`config.mk`:
```
export PLATFORM = sky130hd
export DESIGN_NAME = layer_compositor_flat
export DESIGN_NICKNAME = d
export VERILOG_FILES = /design/src/rtl/layer_compositor_if.sv /design/src/rtl/layer_compositor.sv /design/src/flat_wrapper.sv
export SDC_FILE = /design/constraint.sdc
export NUM_CORES = 1
export LEC_CHECK = 0
export BUFFER_PORTS_ARGS = -buffer_cell sky130_fd_sc_hd__buf_4
export CORE_MARGIN = 5
export CORE_UTILIZATION = 40
export CTS_BUF_LIST = sky130_fd_sc_hd__clkbuf_8
export DETAILED_ROUTE_END_ITERATION = 8
export PLACE_DENSITY_LB_ADDON = 0.2
export SETUP_SLACK_MARGIN = 0.02
export SLEW_MARGIN = 0
export SYNTH_ARGS = -nofsm -noshare
export SYNTH_HDL_FRONTEND = slang
export SYNTH_SLANG_ARGS = --single-unit
export TNS_END_PERCENT = 20
```
`constraint.sdc`:
```
create_clock -name clk -period 1.87 [get_ports clk]
set_clock_uncertainty 0.05 [all_clocks]
set_input_delay 0.187 -clock clk [delete_from_list [all_inputs] [get_ports clk]]
set_output_delay 0.187 -clock clk [all_outputs]
set_load 0.03 [all_outputs]
```
`src/rtl/layer_compositor_if.sv`:
```
// rtl/layer_compositor_if.sv - pixel, frame-control and composited-output bundle for layer_compositor
//
// Purpose: groups every non-clock/reset signal of the compositor.
// Ports (by modport):
//   master : drives pix_en, pix_valid_in, frame_start, game_state, layer_en,
//            layer_color, bg_color; observes vga_data, pix_valid_out,
//            hit_layer, overlap.
//   slave  : the compositor side (directions reversed).
interface layer_compositor_if #(
    parameter int NUM_LAYERS = 4,
    parameter int COLOR_W    = 12,
    parameter int BG_W       = 16
);
    localparam int HIT_W = $clog2(NUM_LAYERS + 1);

    logic                          pix_en;
    logic                          pix_valid_in;
    logic                          frame_start;
    logic [1:0]                    game_state;
    logic [NUM_LAYERS-1:0]         layer_en;
    logic [NUM_LAYERS*COLOR_W-1:0] layer_color;
    logic [BG_W-1:0]               bg_color;

    logic [COLOR_W-1:0]            vga_data;
    logic                          pix_valid_out;
    logic [HIT_W-1:0]              hit_layer;
    logic [NUM_LAYERS-1:0]         overlap;

    modport master (
        output pix_en, pix_valid_in, frame_start, game_state,
               layer_en, layer_color, bg_color,
        input  vga_data, pix_valid_out, hit_layer, overlap
    );

    modport slave (
        input  pix_en, pix_valid_in, frame_start, game_state,
               layer_en, layer_color, bg_color,
        output vga_data, pix_valid_out, hit_layer, overlap
    );
endinterface

```
`src/rtl/layer_compositor.sv`:
```
// rtl/layer_compositor.sv - N-layer priority sprite compositor with game-state modes, blink and overlap flags
//
// Purpose: merges NUM_LAYERS sprite layers (layer 0 highest priority) over a
// background through a 2-stage pixel pipeline advanced by pix_en. The game
// mode is sampled only on frame_start. GAME_OVER blinks sprites off every
// BLINK_FRAMES frames, and per-layer overlap flags are latched per frame.
// Ports:
//   clk  : system clock
//   rst  : asynchronous reset, active-low
//   bus  : layer_compositor_if.slave
//          in  pix_en, pix_valid_in, frame_start, game_state[1:0],
//              layer_en[N], layer_color[N*COLOR_W], bg_color[BG_W]
//          out vga_data[COLOR_W], pix_valid_out, hit_layer, overlap[N]
module layer_compositor #(
    parameter int                  NUM_LAYERS    = 4,
    parameter int                  COLOR_W       = 12,
    parameter int                  BG_W          = 16,
    parameter logic [COLOR_W-1:0]  KEY_COLOR     = 12'h000,
    parameter logic [BG_W-1:0]     BG_KEY        = 16'hFFFF,
    parameter int                  BLINK_FRAMES  = 16,
    parameter logic [COLOR_W-1:0]  INIT_COLOR    = 12'hF00,
    parameter logic [COLOR_W-1:0]  SUCCESS_COLOR = 12'h00F
) (
    input  logic               clk,
    input  logic               rst,
    layer_compositor_if.slave  bus
);

    localparam int                HIT_W    = $clog2(NUM_LAYERS + 1);
    localparam int                BLK_W    = (BLINK_FRAMES > 1) ? $clog2(BLINK_FRAMES) : 1;
    localparam logic [BLK_W-1:0]  BLK_LAST = BLK_W'(BLINK_FRAMES - 1);
    localparam logic [HIT_W-1:0]  NO_HIT   = HIT_W'(NUM_LAYERS);

    typedef enum logic [1:0] {
        MODE_INITIAL = 2'b00,
        MODE_RUNNING = 2'b01,
        MODE_OVER    = 2'b10,
        MODE_SUCCESS = 2'b11
    } mode_t;

    // Frame-synchronous state
    mode_t              mode_q, mode_d;
    logic [BLK_W-1:0]   blk_cnt_q, blk_cnt_d;
    logic               blk_phase_q, blk_phase_d;

    // Stage-1 registers
    logic [NUM_LAYERS-1:0] s1_mask;
    logic [HIT_W-1:0]      s1_idx;
    logic [COLOR_W-1:0]    s1_color;
    logic [BG_W-1:0]       s1_bg;
    logic                  s1_valid;

    // Overlap accumulator for the frame in progress
    logic [NUM_LAYERS-1:0] ovl_acc;

    // Stage-1 combinational decode
    logic [NUM_LAYERS-1:0] opaque;
    logic [HIT_W-1:0]      win_idx;
    logic [COLOR_W-1:0]    win_color;
    logic [NUM_LAYERS-1:0] ovl_hits;
    logic                  acc_qual;

    // Stage-2 combinational colour
    logic [COLOR_W-1:0]    bg_rule;
    logic [COLOR_W-1:0]    sprite_rule;
    logic [COLOR_W-1:0]    out_color;

    // Walking from the lowest priority upward lets the last opaque layer
    // seen (the lowest index) overwrite the winner.
    always_comb begin
        opaque    = '0;
        win_idx   = NO_HIT;
        win_color = '0;
        for (int i = NUM_LAYERS - 1; i >= 0; i--) begin
            if (bus.layer_en[i] && (bus.layer_color[i*COLOR_W +: COLOR_W] != KEY_COLOR)) begin
                opaque[i] = 1'b1;
                win_idx   = HIT_W'(i);
                win_color = bus.layer_color[i*COLOR_W +: COLOR_W];
            end
        end
    end

    // A layer is flagged only when some *other* layer is opaque on the same pixel.
    always_comb begin
        ovl_hits = '0;
        for (int i = 0; i < NUM_LAYERS; i++) begin
            ovl_hits[i] = opaque[i] && ((opaque & ~(NUM_LAYERS'(1) << i)) != '0);
        end
    end

    assign acc_qual = (mode_q == MODE_RUNNING) && bus.pix_en && bus.pix_valid_in;

    // Mode and blink next-state; everything moves only on frame_start.
    always_comb begin
        mode_d      = mode_q;
        blk_cnt_d   = blk_cnt_q;
        blk_phase_d = blk_phase_q;
        if (bus.frame_start) begin
            mode_d = mode_t'(bus.game_state);
            if (mode_t'(bus.game_state) == MODE_OVER) begin
                if (blk_cnt_q == BLK_LAST) begin
                    blk_cnt_d   = '0;
                    blk_phase_d = ~blk_phase_q;
                end else begin
                    blk_cnt_d = blk_cnt_q + BLK_W'(1);
                end
            end else begin
                blk_cnt_d   = '0;
                blk_phase_d = 1'b0;
            end
        end
    end

    always_ff @(posedge clk or negedge rst) begin
        if (!rst) begin
            mode_q      <= MODE_INITIAL;
            blk_cnt_q   <= '0;
            blk_phase_q <= 1'b0;
        end else begin
            mode_q      <= mode_d;
            blk_cnt_q   <= blk_cnt_d;
            blk_phase_q <= blk_phase_d;
        end
    end

    // Stage-2 colour selection uses the mode register as it stands before
    // this edge, so a frame_start coinciding with pix_en affects the next pixel.
    always_comb begin
        bg_rule     = (s1_bg == BG_KEY) ? '0 : s1_bg[BG_W-1 -: COLOR_W];
        sprite_rule = (|s1_mask) ? s1_color : bg_rule;
        out_color   = '0;
        if (s1_valid) begin
            unique case (mode_q)
                MODE_INITIAL: out_color = INIT_COLOR;
                MODE_SUCCESS: out_color = SUCCESS_COLOR;
                MODE_RUNNING: out_color = sprite_rule;
                MODE_OVER:    out_color = blk_phase_q ? bg_rule : sprite_rule;
                default:      out_color = '0;
            endcase
        end
    end

    always_ff @(posedge clk or negedge rst) begin
        if (!rst) begin
            s1_mask           <= '0;
            s1_idx            <= NO_HIT;
            s1_color          <= '0;
            s1_bg             <= '0;
            s1_valid          <= 1'b0;
            bus.vga_data      <= '0;
            bus.pix_valid_out <= 1'b0;
            bus.hit_layer     <= NO_HIT;
        end else if (bus.pix_en) begin
            s1_mask           <= opaque;
            s1_idx            <= win_idx;
            s1_color          <= win_color;
            s1_bg             <= bus.bg_color;
            s1_valid          <= bus.pix_valid_in;
            bus.vga_data      <= out_color;
            bus.pix_valid_out <= s1_valid;
            bus.hit_layer     <= s1_idx;
        end
    end

    // On frame_start the finished frame is published and the accumulator
    // restarts with whatever the coinciding pixel contributes.
    always_ff @(posedge clk or negedge rst) begin
        if (!rst) begin
            ovl_acc     <= '0;
            bus.overlap <= '0;
        end else if (bus.frame_start) begin
            bus.overlap <= ovl_acc;
            ovl_acc     <= acc_qual ? ovl_hits : '0;
        end else if (acc_qual) begin
            ovl_acc <= ovl_acc | ovl_hits;
        end
    end

endmodule

```
`src/flat_wrapper.sv`:
```
// flat-port wrapper written by rule: the top's interface ports become plain ports
module layer_compositor_flat 
#(
    parameter int                  NUM_LAYERS    = 4,
    parameter int                  COLOR_W       = 12,
    parameter int                  BG_W          = 16,
    parameter logic [COLOR_W-1:0]  KEY_COLOR     = 12'h000,
    parameter logic [BG_W-1:0]     BG_KEY        = 16'hFFFF,
    parameter int                  BLINK_FRAMES  = 16,
    parameter logic [COLOR_W-1:0]  INIT_COLOR    = 12'hF00,
    parameter logic [COLOR_W-1:0]  SUCCESS_COLOR = 12'h00F
)
  (clk, rst, bus_pix_en, bus_pix_valid_in, bus_frame_start, bus_game_state, bus_layer_en, bus_layer_color, bus_bg_color, bus_vga_data, bus_pix_valid_out, bus_hit_layer, bus_overlap);
  layer_compositor_if #(.NUM_LAYERS(NUM_LAYERS), .COLOR_W(COLOR_W), .BG_W(BG_W)) bus_i ();
  input  logic clk;
  input  logic rst;
  input wire logic [$bits(bus_i.pix_en)-1:0] bus_pix_en;
  input wire logic [$bits(bus_i.pix_valid_in)-1:0] bus_pix_valid_in;
  input wire logic [$bits(bus_i.frame_start)-1:0] bus_frame_start;
  input wire logic [$bits(bus_i.game_state)-1:0] bus_game_state;
  input wire logic [$bits(bus_i.layer_en)-1:0] bus_layer_en;
  input wire logic [$bits(bus_i.layer_color)-1:0] bus_layer_color;
  input wire logic [$bits(bus_i.bg_color)-1:0] bus_bg_color;
  output wire logic [$bits(bus_i.vga_data)-1:0] bus_vga_data;
  output wire logic [$bits(bus_i.pix_valid_out)-1:0] bus_pix_valid_out;
  output wire logic [$bits(bus_i.hit_layer)-1:0] bus_hit_layer;
  output wire logic [$bits(bus_i.overlap)-1:0] bus_overlap;
  assign bus_i.pix_en = bus_pix_en;
  assign bus_i.pix_valid_in = bus_pix_valid_in;
  assign bus_i.frame_start = bus_frame_start;
  assign bus_i.game_state = bus_game_state;
  assign bus_i.layer_en = bus_layer_en;
  assign bus_i.layer_color = bus_layer_color;
  assign bus_i.bg_color = bus_bg_color;
  assign bus_vga_data = bus_i.vga_data;
  assign bus_pix_valid_out = bus_i.pix_valid_out;
  assign bus_hit_layer = bus_i.hit_layer;
  assign bus_overlap = bus_i.overlap;
  layer_compositor #(.NUM_LAYERS(NUM_LAYERS), .COLOR_W(COLOR_W), .BG_W(BG_W), .KEY_COLOR(KEY_COLOR), .BG_KEY(BG_KEY), .BLINK_FRAMES(BLINK_FRAMES), .INIT_COLOR(INIT_COLOR), .SUCCESS_COLOR(SUCCESS_COLOR)) u_core (.clk(clk), .rst(rst), .bus(bus_i));
endmodule
```
* Word level (Yosys, flattened, before mapping) *
Cells that the tools add are included.

cells by class
  $add $sub $neg = 1
  $mul = 0
  bitwise operators = 2
  shift-type cells = 0
  order comparisons = 0
  divide/modulo/power cells = 0
  mux-type cells = 24
  equality and inequality tests = 7
  reduce and logical (&&, ||, !) cells = 22

operator list
  operator                count
  $mux W12                8
  $pmux W12 S4            1
  $reduce_bool A12 Y1     4
  $mux W4                 5
  $eq A16 B16 Y1 const B  1
  $reduce_bool A4 Y1      4
  $mux W3                 4
  $logic_and A1 B1 Y1     10
  $eq A2 B2 Y1 const B    3
  $mux W1                 6
  $add A4 B1 Y4 const B   1
  $eq A4 B4 Y1 const B    1
  $or A4 B4 Y4            1
  $reduce_or A4 Y1        1
  $eq A2 B1 Y1 const B    1
  $logic_not A2 Y1        1
  $ne A2 B2 Y1 const B    1
  $reduce_and A2 Y1       1
  $reduce_bool A2 Y1      1
  $not A1 Y1              1

storage, ports and cells
  input bits = 75
  register bits = 67
  RAM bits = 0
  bits in read-only memories = 0
  bits in latches = 0
  output and inout bits = 20
  word-level logic and storage cells = 69
  memories = 0

* Longest topological paths before layout *
Gate-level depths: netlist of the first run.

  depth after elaboration = 8
  depth in mapped cells = 7
  mapped depth without buffers = 6

* Worst setup path after synthesis of the first run *
No wires, ideal clock.

  path kind = input to register
  from = in bus_layer_color[24]
  to = reg u_core.s1_color[4]
  stages = 5
  buffers on the path = 0
  library setup time = 0.099 ns
  arrival = 1.792 ns
  data required time = 1.721 ns
  path slack = -0.071 ns
  cells stage by stage = or4_4 -> or4b_4 -> o22ai_4 -> a2111oi_2 -> a311oi_1

on the way
  longest elaborated chain between the ends = 5

ends and longest elaborated chain
  element                 line                     source
  start: declaration      flat_wrapper.sv:22       input wire logic [$bits(bus_i.layer_color)-1:0] bus_layer_color;
  $reduce_bool A12 Y1     layer_compositor.sv:75   if (bus.layer_en[i] && (bus.layer_color[i*COLOR_W +: COLOR_W] != KEY_COLOR)) begin
  $logic_and A1 B1 Y1     layer_compositor.sv:75
  $mux W12 (3 in series)  layer_compositor.sv:75
  end signal: assignment  layer_compositor.sv:156  s1_color <= win_color;
  end: declaration        layer_compositor.sv:49   logic [COLOR_W-1:0] s1_color;

Every way passes these cells.
A chain may end at the register's enable or synchronous reset.

* Worst setup path in the final report of the first run *
  from = in bus_layer_color[29]
  to = reg u_core.s1_color[4]

The elaborated chain is that of the path after synthesis.

==> run metrics, run 1 <==
normalized max-slew margin 53.39%; R2R depth 4; synthesized area 0.003528 sq mm; TritonCTS buffer count 9; TritonRoute pass-1 iters 5; Worst R2R End u_core.bus.vga_data[0]; Post-synth ARST share 100.0%; status finished clean; post-place setup slack -0.2923 ns; clk sinks 67; Post-Syn Instances 346; post-layout net count 553; Achievable Freq 540.8 MHz; max cap viols 0; pins over their slew limit 0; Layout area overhead 39.04%; DRC 0; share of cells above drive strength 1 43.36%; Power Density 781.5 mW/mm^2; initial antenna violation count 0; Yosys Warn Count 0; fin worst setup slack 0.02076 ns; Least-Margin Pin Slew 0.6927 ns; Final Critical Period 1.849 ns; Post-Syn Nets 422; via count 3336; worst stage delay on the critical path 0.58 ns; vias in the first global route 3501; Worst Setup SP bus_layer_color[29]; crit path cell chain buf_4 -> or4_1 -> or4b_4 -> o22ai_4 -> a2111oi_2 -> a311oi_1; met3 Usage GRT 5.276%; Worst Setup EP u_core.s1_color[4]; Most used DFF post-synth dfrtp_1; root buffer cell clkbuf_8; Worst Hold Class in -> reg; Buffers on Ports 94; Worst setup SP type input pin; DRC marker count from the first detailed-route iteration 115; ratio of final minimum period to clock period 98.89%; CP max stage cell or4_1; critical path fanouts, max 6; DPL Wire Length 8.216 mm; ANT nets after route 0; stages on the worst setup path 6; final hold vios 0; core area 0.008678 sq mm; Initial Util 40.66%; pin count of the biggest net entering global routing 35; DR WL/cell 18.06 um; Crit. End Element register; vias per inst 5.654; Post-synth EDFFs 0; Clock Path Buffers 2; fill count 803; sequential cell area 0.001679 sq mm; met2 usage 31.01%; number of setup violations in the final report 0; reg2reg start u_core.s1_mask[1]; R2R Setup Slk 0.08 ns; Ant. Diodes 0; Critical Path RT 2.05 ns; critical path class in -> reg; CTS tree done; M1 GR Usage 25.29%; maximum VDD drop 433.1 uV; worst-skew pair later-pin latency 0.34 ns; static leakage 0.002215 uW; Top Family by Delay on Critical Path simple AND/OR/NAND/NOR gates; Die Footprint 0.01080 sq mm; worst path arrival time 2.03 ns; Ports 95; unrepaired setup endpoints after global routing yes; die height 103.9 um; Multi-input gate area 0.001740 sq mm; sequential area share after synthesis 47.59%; Clk pin slew, worst setup/hold paths 0.09 ns; GRT busiest layer met2; CTS H-tree depth 3; Final GP Congestion 0.9465; Placed Area 0.004597 sq mm; syn avg cell area 10.20 sq um; Synth cell types 54; Synth Register Bits 67; design area 0.004906 sq mm; first-pass GRT wire length 17.34 mm; remaining global-route overflow 0; gr usage total 19.42%; die width 103.9 um; WP buf/inv 1; Site Rows 34; final wirelength 10.66 mm
[cell usage after synthesis, types with 2 or more instances]
| library cell | instances | area [sq um] |
|---|---|---|
| buf_6 | 2 | 22.52 |
| clkbuf_8 | 2 | 27.53 |
| nand4_1 | 5 | 31.28 |
| o21a_1 | 2 | 15.01 |
| o21ai_1 | 2 | 10.01 |
| or4_1 | 3 | 22.52 |
| o32ai_1 | 9 | 78.83 |
| or4_2 | 2 | 17.52 |
| nand3_1 | 6 | 30.03 |
| a31oi_1 | 5 | 31.28 |
| dfstp_2 | 2 | 52.55 |
| nor2_1 | 14 | 52.55 |
| nand2b_1 | 3 | 18.77 |
| a21o_1 | 2 | 15.01 |
| o21bai_1 | 2 | 15.01 |
| nor2b_1 | 3 | 18.77 |
| mux2_2 | 30 | 337.8 |
| inv_1 | 20 | 75.07 |
| o41ai_1 | 4 | 35.03 |
| or2_2 | 2 | 12.51 |
| o221ai_1 | 2 | 17.52 |
| clkbuf_1 | 13 | 48.80 |
| dfrtp_1 | 65 | 1627 |
| nor4_1 | 9 | 56.30 |
| a221oi_1 | 22 | 192.7 |
| nand2_1 | 37 | 138.9 |
| a21oi_1 | 23 | 115.1 |
| a22oi_1 | 4 | 30.03 |
| o221a_2 | 2 | 22.52 |
| o21ai_0 | 17 | 85.08 |
| and3_1 | 4 | 25.02 |
| o211ai_1 | 6 | 45.04 |
[through the flow]
step / util (%) / power (uW) / hold WS [ns] / cells / TNS (ns)
floorplan: - / 2134 / -0.1586 / 346 / -0.07647
global placement: 52.97 / 2560 / 0.1185 / 572 / -4.488
detailed placement: 52.97 / 2573 / 0.1231 / 572 / -4.816
CTS: 55.59 / 3841 / 0.01287 / 589 / -0.1613
global route: 56.53 / 4032 / 0.004474 / 590 / -0.07148
finish: 56.53 / 3834 / 0.02265 / 590 / 0
[sequential cells by signal, indices dropped and copies added (netlist names)]
name / flops
u_core.s1_color: 12
u_core.mode_q: 2
u_core.blk_cnt_q: 4
u_core.bus.pix_valid_out: 1
u_core.s1_mask: 4
u_core.bus.vga_data: 12
u_core.s1_idx: 3
u_core.bus.overlap: 4
u_core.ovl_acc: 4
u_core.s1_bg: 16
u_core.blk_phase_q: 1
u_core.s1_valid: 1
u_core.bus.hit_layer: 3
[routing by layer]
layer	vias up	share of wire [%]
met2	139	48
met3	16	6.2
met5	-	0
met1	1601	44
li1	1580	-
met4	0	2.0
[kinds of logic after synthesis]
kind of cell | Yosys count | synth area share, %
AOI/OAI and AO/OA | 111 | 23.08
adders and majority gates | 1 | 0.3546
buffers and inverters | 40 | 5.283
DFF | 67 | 47.59
muxes | 30 | 9.574
and+or+nand+nor | 97 | 14.11
[worst min path at each step]
stage / start / to / slack, ns / depth (start not counted)
2_1_floorplan: rst / u_core.blk_cnt_q[0] / -0.16 / 0
5_1_grt: bus_bg_color[14] / u_core.s1_bg[14] / 0.004 / 2
6_report: bus_bg_color[9] / u_core.s1_bg[9] / 0.02 / 2
3_5_place_dp: rst / u_core.blk_cnt_q[2] / 0.12 / 1
3_3_place_gp: rst / u_core.blk_cnt_q[2] / 0.12 / 1
4_1_cts: bus_bg_color[12] / u_core.s1_bg[12] / 0.01 / 2
[repair_timing]
action                     CTS  global route
buffers inserted             0             1
resized for setup            2            13
hold buffers                 1             0
pin swaps                    0             2
hold endpoints to repair    31             0
setup endpoints to repair    6            14
[area by class of cell]
class                   count  area share [%]
inverters                  21           1.607
well taps                 108           2.754
flip-flops and latches     67           34.23
clock buffers              10           2.805
multi-input cells         239           35.48
clock inverters             6           1.479
repair buffers            139           21.65
[worst register-to-register path, cell delays in order (launching register included)]
cell	delay, ns
dfrtp_1	0.40
or4_4	0.58
buf_6	0.18
a221oi_1	0.32
o32ai_1	0.13
[where the power goes]
part	total [uW]	internal, uW	switching (uW)
Combinational	864	422	442
Clock	1260	666	594
Sequential	1710	1590	121
Total	3830	2680	1160
[layout by cell type, fill, tap and decap left out, drive strengths merged, types with 3 or more instances in the layout]
| cell | count |
|---|---|
| nand2b | 3 |
| a31oi | 5 |
| o32ai | 9 |
| and3 | 4 |
| mux2 | 30 |
| nor2 | 14 |
| buf | 138 |
| clkinv | 3 |
| nand4 | 5 |
| a22oi | 4 |
| inv | 22 |
| clkbuf | 10 |
| a21oi | 23 |
| nor2b | 3 |
| a221oi | 22 |
| or4 | 6 |
| o41ai | 4 |
| dfrtp | 65 |
| o21ai | 19 |
| nand2 | 37 |
| nor4 | 9 |
| nand3 | 6 |
| o211ai | 6 |
(Power assumes the default switching activity.)
==> inputs of run 2 (changes only) <==
--- a/config.mk
+++ b/config.mk
@@ -7,7 +7,7 @@
 export LEC_CHECK = 0
 export BUFFER_PORTS_ARGS = -buffer_cell sky130_fd_sc_hd__buf_4
 export CORE_MARGIN = 5
-export CORE_UTILIZATION = 40
+export CORE_UTILIZATION = 49
 export CTS_BUF_LIST = sky130_fd_sc_hd__clkbuf_8
 export DETAILED_ROUTE_END_ITERATION = 8
 export PLACE_DENSITY_LB_ADDON = 0.2
==> run 2 against run 1 <==
- sequential share of layout area rose by 0.26 points
- via count increased by 2.4%
- core utilization increased by 12 points
- fmax grew 0.22%
- critical path type unchanged
- largest power group unchanged
==> run metrics, run 2 (synthesis gave the netlist of run 1 again) <==
Placed Cells 551; ratio of final minimum period to clock period 98.67%; initial antenna violation count 0; worst-skew pair later-pin latency 0.35 ns; R2R depth 4; TritonCTS buffer count 9; Worst Setup EP u_core.s1_idx[1]; commonest non-fill, non-tap cell in the layout buf_4; WP buf/inv 2; Most Frequent Cell on Critical Path buf_4; maximum VDD drop 372.4 uV; status finished clean; non-filler cells, final 577; Final GP Congestion 0.9207; root buffer cell clkbuf_8; share of cells above drive strength 1 42.26%; max FFs per register 16; die width 94.86 um; final wirelength 10.55 mm; first-pass GRT wire length 16.86 mm; die height 94.86 um; CTS tree done; vias per inst 5.922; setup TNS 0 ns; Clk pin slew, worst setup/hold paths 0.07 ns; Clock Path Buffers 2; DPL Wire Length 8.039 mm; Worst Hold Class in -> reg; pin count of the biggest net entering global routing 44; Layout area overhead 38.01%; worst stage delay on the critical path 0.73 ns; Worst R2R End u_core.bus.vga_data[5]; via count 3417; vias in the first global route 3453; Final Critical Period 1.845 ns; max cap viols 0; Achievable Freq 542.0 MHz; Power Density 787.1 mW/mm^2; pins over their slew limit 0; DR WL/cell 18.28 um; normalized max-slew margin 54.57%; stages on the worst setup path 5; Critical Path RT 2.03 ns; Hold WS 0.02333 ns; gr usage total 24.59%; Ant. Diodes 0; post-layout net count 549; R2R Setup Slk 0.03 ns; CTS H-tree depth 3; most frequent cells in the layout 131 x buf_4, 65 x dfrtp_1, 37 x nand2_1; Die Footprint 0.008997 sq mm; Top Registers u_core.s1_bg (16), u_core.bus.vga_data (12), u_core.s1_color (12); number of setup violations in the final report 0; Least-Margin Pin Slew 0.6752 ns; TritonRoute pass-1 iters 5; ANT nets after route 0; Site Rows 31; Worst Setup SP bus_layer_color[17]; Ports 95; Initial Util 49.44%; Biggest register u_core.s1_bg; sequential cell area 0.001679 sq mm; critical path fanouts, max 6; Top Family by Delay on Critical Path compound AO/OA/AOI/OAI gates; worst path arrival time 2.00 ns; final hold vios 0; remaining global-route overflow 0; Worst setup SP type input pin; Buffers on Ports 94; static leakage 0.002202 uW; critical path class in -> reg; reg2reg start u_core.s1_mask[0]; crit path cell chain buf_4 -> or4_2 -> o31a_1 -> buf_4 -> o41ai_1; unrepaired setup endpoints after global routing yes; fill count 588; clk sinks 67; core area 0.007137 sq mm; CP max stage cell or4_2; DRC marker count from the first detailed-route iteration 209; DRC 0; Crit. End Element register; Multi-input gate area 0.001737 sq mm
-- run 2: changes by cell type in the layout (fill, tap and decap cells not counted), moves of 2 or more --
cell	change
inv_1	+2
buf_4	-5
clkbuf_8	+2
a221oi_1	-2
inv_6	-2
a221oi_2	+2
clkinv_4	-2
-- run 2: worst min-delay path by stage --
stage,from,endpoint,cells past startpoint
detailed placement,rst,u_core.blk_cnt_q[2],1
global route,bus_bg_color[8],u_core.s1_bg[8],2
floorplan,rst,u_core.blk_cnt_q[0],0
global placement,rst,u_core.blk_cnt_q[2],1
finish,bus_bg_color[8],u_core.s1_bg[8],2
CTS,bus_bg_color[5],u_core.s1_bg[5],2
-- run 2: metal layers --
metal	global-route usage [%]	part of all wire [%]	wire length, um	vias up
li1	-	-	-	1590
met1	31.91	42	4428	1634
met2	38.58	47	4984	172
met3	6.614	8.0	846	21
met4	10.70	2.7	286	0
met5	0	0	0	-
-- run 2: layout make-up --
| type | count | share of cell area [%] |
|---|---|---|
| well taps | 99 | 2.544 |
| repair buffers | 135 | 21.43 |
| clock inverters | 4 | 0.8736 |
| inverters | 21 | 1.619 |
| flip-flops and latches | 67 | 34.48 |
| multi-input cells | 239 | 35.66 |
| clock buffers | 12 | 3.392 |
-- run 2: repair_timing --
item / 4_1_cts / 5_1_grt
hold buffers: 1 / 1
pin swaps: 0 / 4
endpoints found under the setup margin: 10 / 14
setup buffers: 0 / 8
endpoints found under the hold margin: 24 / 1
gates resized for setup: 5 / 9
-- run 2: worst register-to-register path, delay by kind of cell, from the launching register on --
family / cells / cell delay (ns)
flops: 1 / 0.43
compound gates: 3 / 0.67
simple gates: 1 / 0.61
-- run 2: per-stage QoR --
step / util [%] / area [sq um] / power, uW / setup WS, ns
floorplan: - / 3528 / 2134 / -0.07128
global placement: 63.17 / 4508 / 2526 / -0.2300
detailed placement: 63.17 / 4508 / 2544 / -0.3244
CTS: 66.51 / 4747 / 3804 / 0.02044
global route: 68.23 / 4870 / 4003 / -0.05464
finish: 68.23 / 4870 / 3833 / 0.02487
-- run 2: power breakdown --
group	switching [uW]	internal [uW]	total [uW]
clock	544	714	1260
combinational	440	416	856
sequential	129	1590	1720
total	1110	2720	3830
==> inputs of run 3 (changes only) <==
--- a/config.mk
+++ b/config.mk
@@ -7,8 +7,8 @@
 export LEC_CHECK = 0
 export BUFFER_PORTS_ARGS = -buffer_cell sky130_fd_sc_hd__buf_4
 export CORE_MARGIN = 5
-export CORE_UTILIZATION = 49
-export CTS_BUF_LIST = sky130_fd_sc_hd__clkbuf_8
+export CORE_UTILIZATION = 48
+export CTS_BUF_LIST = sky130_fd_sc_hd__clkbuf_16
 export DETAILED_ROUTE_END_ITERATION = 8
 export PLACE_DENSITY_LB_ADDON = 0.2
 export SETUP_SLACK_MARGIN = 0.02
==> run 3 against run 2 <==
- sequential share of layout area shrank 0.95 points
- combinational power grew 0.6%
- via count is essentially flat
- wire length grew 2.0%
- design area grew 2.8%
- flip-flop and latch count is the same
==> run metrics, run 3 (synthesis gave the netlist of run 1 again) <==
status finished clean; Hold WS 0.03878 ns; CTS tree done; Layout area overhead 41.91%; Final GP Congestion 0.9468; static leakage 0.002253 uW; worst stage delay on the critical path 0.59 ns; gr usage total 24.42%; critical path fanouts, max 7; worst path arrival time 2.03 ns; root buffer cell clkbuf_16; DR WL/cell 18.65 um; WP buf/inv 2; number of setup violations in the final report 0; vias in the first global route 3418; Ports 95; post-layout net count 549; die width 95.74 um; commonest non-fill, non-tap cell in the layout buf_4; vias per inst 5.924; Clock Path Buffers 2; Top Registers u_core.s1_bg (16), u_core.bus.vga_data (12), u_core.s1_color (12); Achievable Freq 542.2 MHz; DPL Wire Length 8.041 mm; remaining global-route overflow 0; CP max stage cell or4b_4; Power Total 4370 uW; max cap viols 0; pin count of the biggest net entering global routing 40; clk sinks 67; Biggest register u_core.s1_bg; Critical Path RT 2.05 ns; Power Density 872.7 mW/mm^2; DRC 0; Ant. Diodes 0; ratio of final minimum period to clock period 98.63%; Site Rows 31; first-pass GRT wire length 17.08 mm; final wirelength 10.76 mm; Buffers on Ports 94; TritonRoute pass-1 iters 4; Least-Margin Pin Slew 0.4149 ns; Worst setup SP type input pin; Initial Util 48.91%; crit path cell chain buf_4 -> or4_4 -> or4b_4 -> o22ai_4 -> buf_12 -> a2111oi_4 -> a311oi_1; design area 0.005007 sq mm; Die Footprint 0.009165 sq mm; worst-skew pair later-pin latency 0.33 ns; ANT nets after route 0; Crit. End Element register; unrepaired setup endpoints after global routing yes; maximum VDD drop 469.7 uV; max FFs per register 16; die height 95.74 um; Worst Hold Class in -> reg; initial antenna violation count 0; Placed Area 0.004548 sq mm; Top Family by Delay on Critical Path simple AND/OR/NAND/NOR gates; normalized max-slew margin 72.34%; most frequent cells in the layout 130 x buf_4, 65 x dfrtp_1, 37 x nand2_1; TritonCTS buffer count 9; critical path class in -> reg; Clk pin slew, worst setup/hold paths 0.06 ns; core area 0.007214 sq mm; CTS H-tree depth 3; via count 3418; DRC marker count from the first detailed-route iteration 241; pins over their slew limit 0; final hold vios 0; share of cells above drive strength 1 42.89%; Final Critical Period 1.844 ns
==> run 3: cell types whose count changed in the layout (fill, tap and decap cells not counted), moves of 2 or more <==
cell       previous run  this run
a22oi_1               4         2
a2111oi_4             0         2
clkbuf_8             12         0
clkbuf_16             0         9
a221oi_1             16        18
buf_6                 0         2
nor2_2                1         3
a22oi_2               0         2
a221oi_2              6         4
==> run 3: worst reg2reg max path: cells and delay by family (launching register included) <==
| kind | cells | cell delay (ns) |
|---|---|---|
| flip-flops | 1 | 0.39 |
| AND/OR/NAND/NOR | 3 | 0.74 |
| AO/OA/AOI/OAI | 2 | 0.30 |
| buffers and inverters | 1 | 0.19 |
==> run 3: stage by stage <==
stage               instances  util (%)  setup TNS (ns)  setup slack, ns
floorplan                 346         -        -0.07647         -0.07128
global placement          558     63.04          -5.175          -0.2676
detailed placement        558     63.04          -5.772          -0.3443
CTS                       575     67.81       -0.003270        -0.003270
global route              577     69.41         -0.1329         -0.04343
finish                    577     69.41               0          0.02553
==> run 3: report_power, final <==
part           total [uW]  internal, uW  switching (uW)
combinational         861           417             444
sequential           1720          1590             126
clock                1790          1160             629
==> run 3: cell type report <==
class | count | area, sq um
Multi-Input combinational cell | 239 | 1759
Sequential cell | 67 | 1679
Tap cell | 99 | 123.9
Clock inverter | 7 | 92.59
Fill cell | 584 | 2207
Inverter | 21 | 78.83
Timing Repair Buffer | 135 | 1049
Clock buffer | 9 | 225.2
==> run 3: repair_timing <==
action | in CTS | in global routing
gates resized for setup | 4 | 15
endpoints found under the hold margin | 28 | 0
hold buffers | 1 | 0
setup buffers | 0 | 2
pin swaps | 0 | 11
endpoints found under the setup margin | 8 | 19
gates cloned | 0 | 0
==> run 3: final timing paths <==
path,to,slack [ns],cells past startpoint,startpoint
min in group asynchronous,u_core.blk_cnt_q[3],0.27,2,rst
setup reg to reg,u_core.bus.vga_data[9],0.08,6,u_core.s1_mask[2]
max in group asynchronous,u_core.s1_idx[2],0.91,3,rst
setup / recovery,u_core.s1_color[4],0.03,7,bus_layer_color[24]
hold / removal,u_core.s1_bg[12],0.04,2,bus_bg_color[12]
hold reg to reg,u_core.bus.vga_data[10],0.43,2,u_core.s1_color[10]
==> run 3: layer usage <==
metal	vias to the layer above	global-route usage, %	part of all wire [%]
met1	1653	32.56	43
met4	0	8.531	2.0
met2	162	38.97	48
li1	1580	-	-
met5	-	0	0
met3	23	5.864	8.0
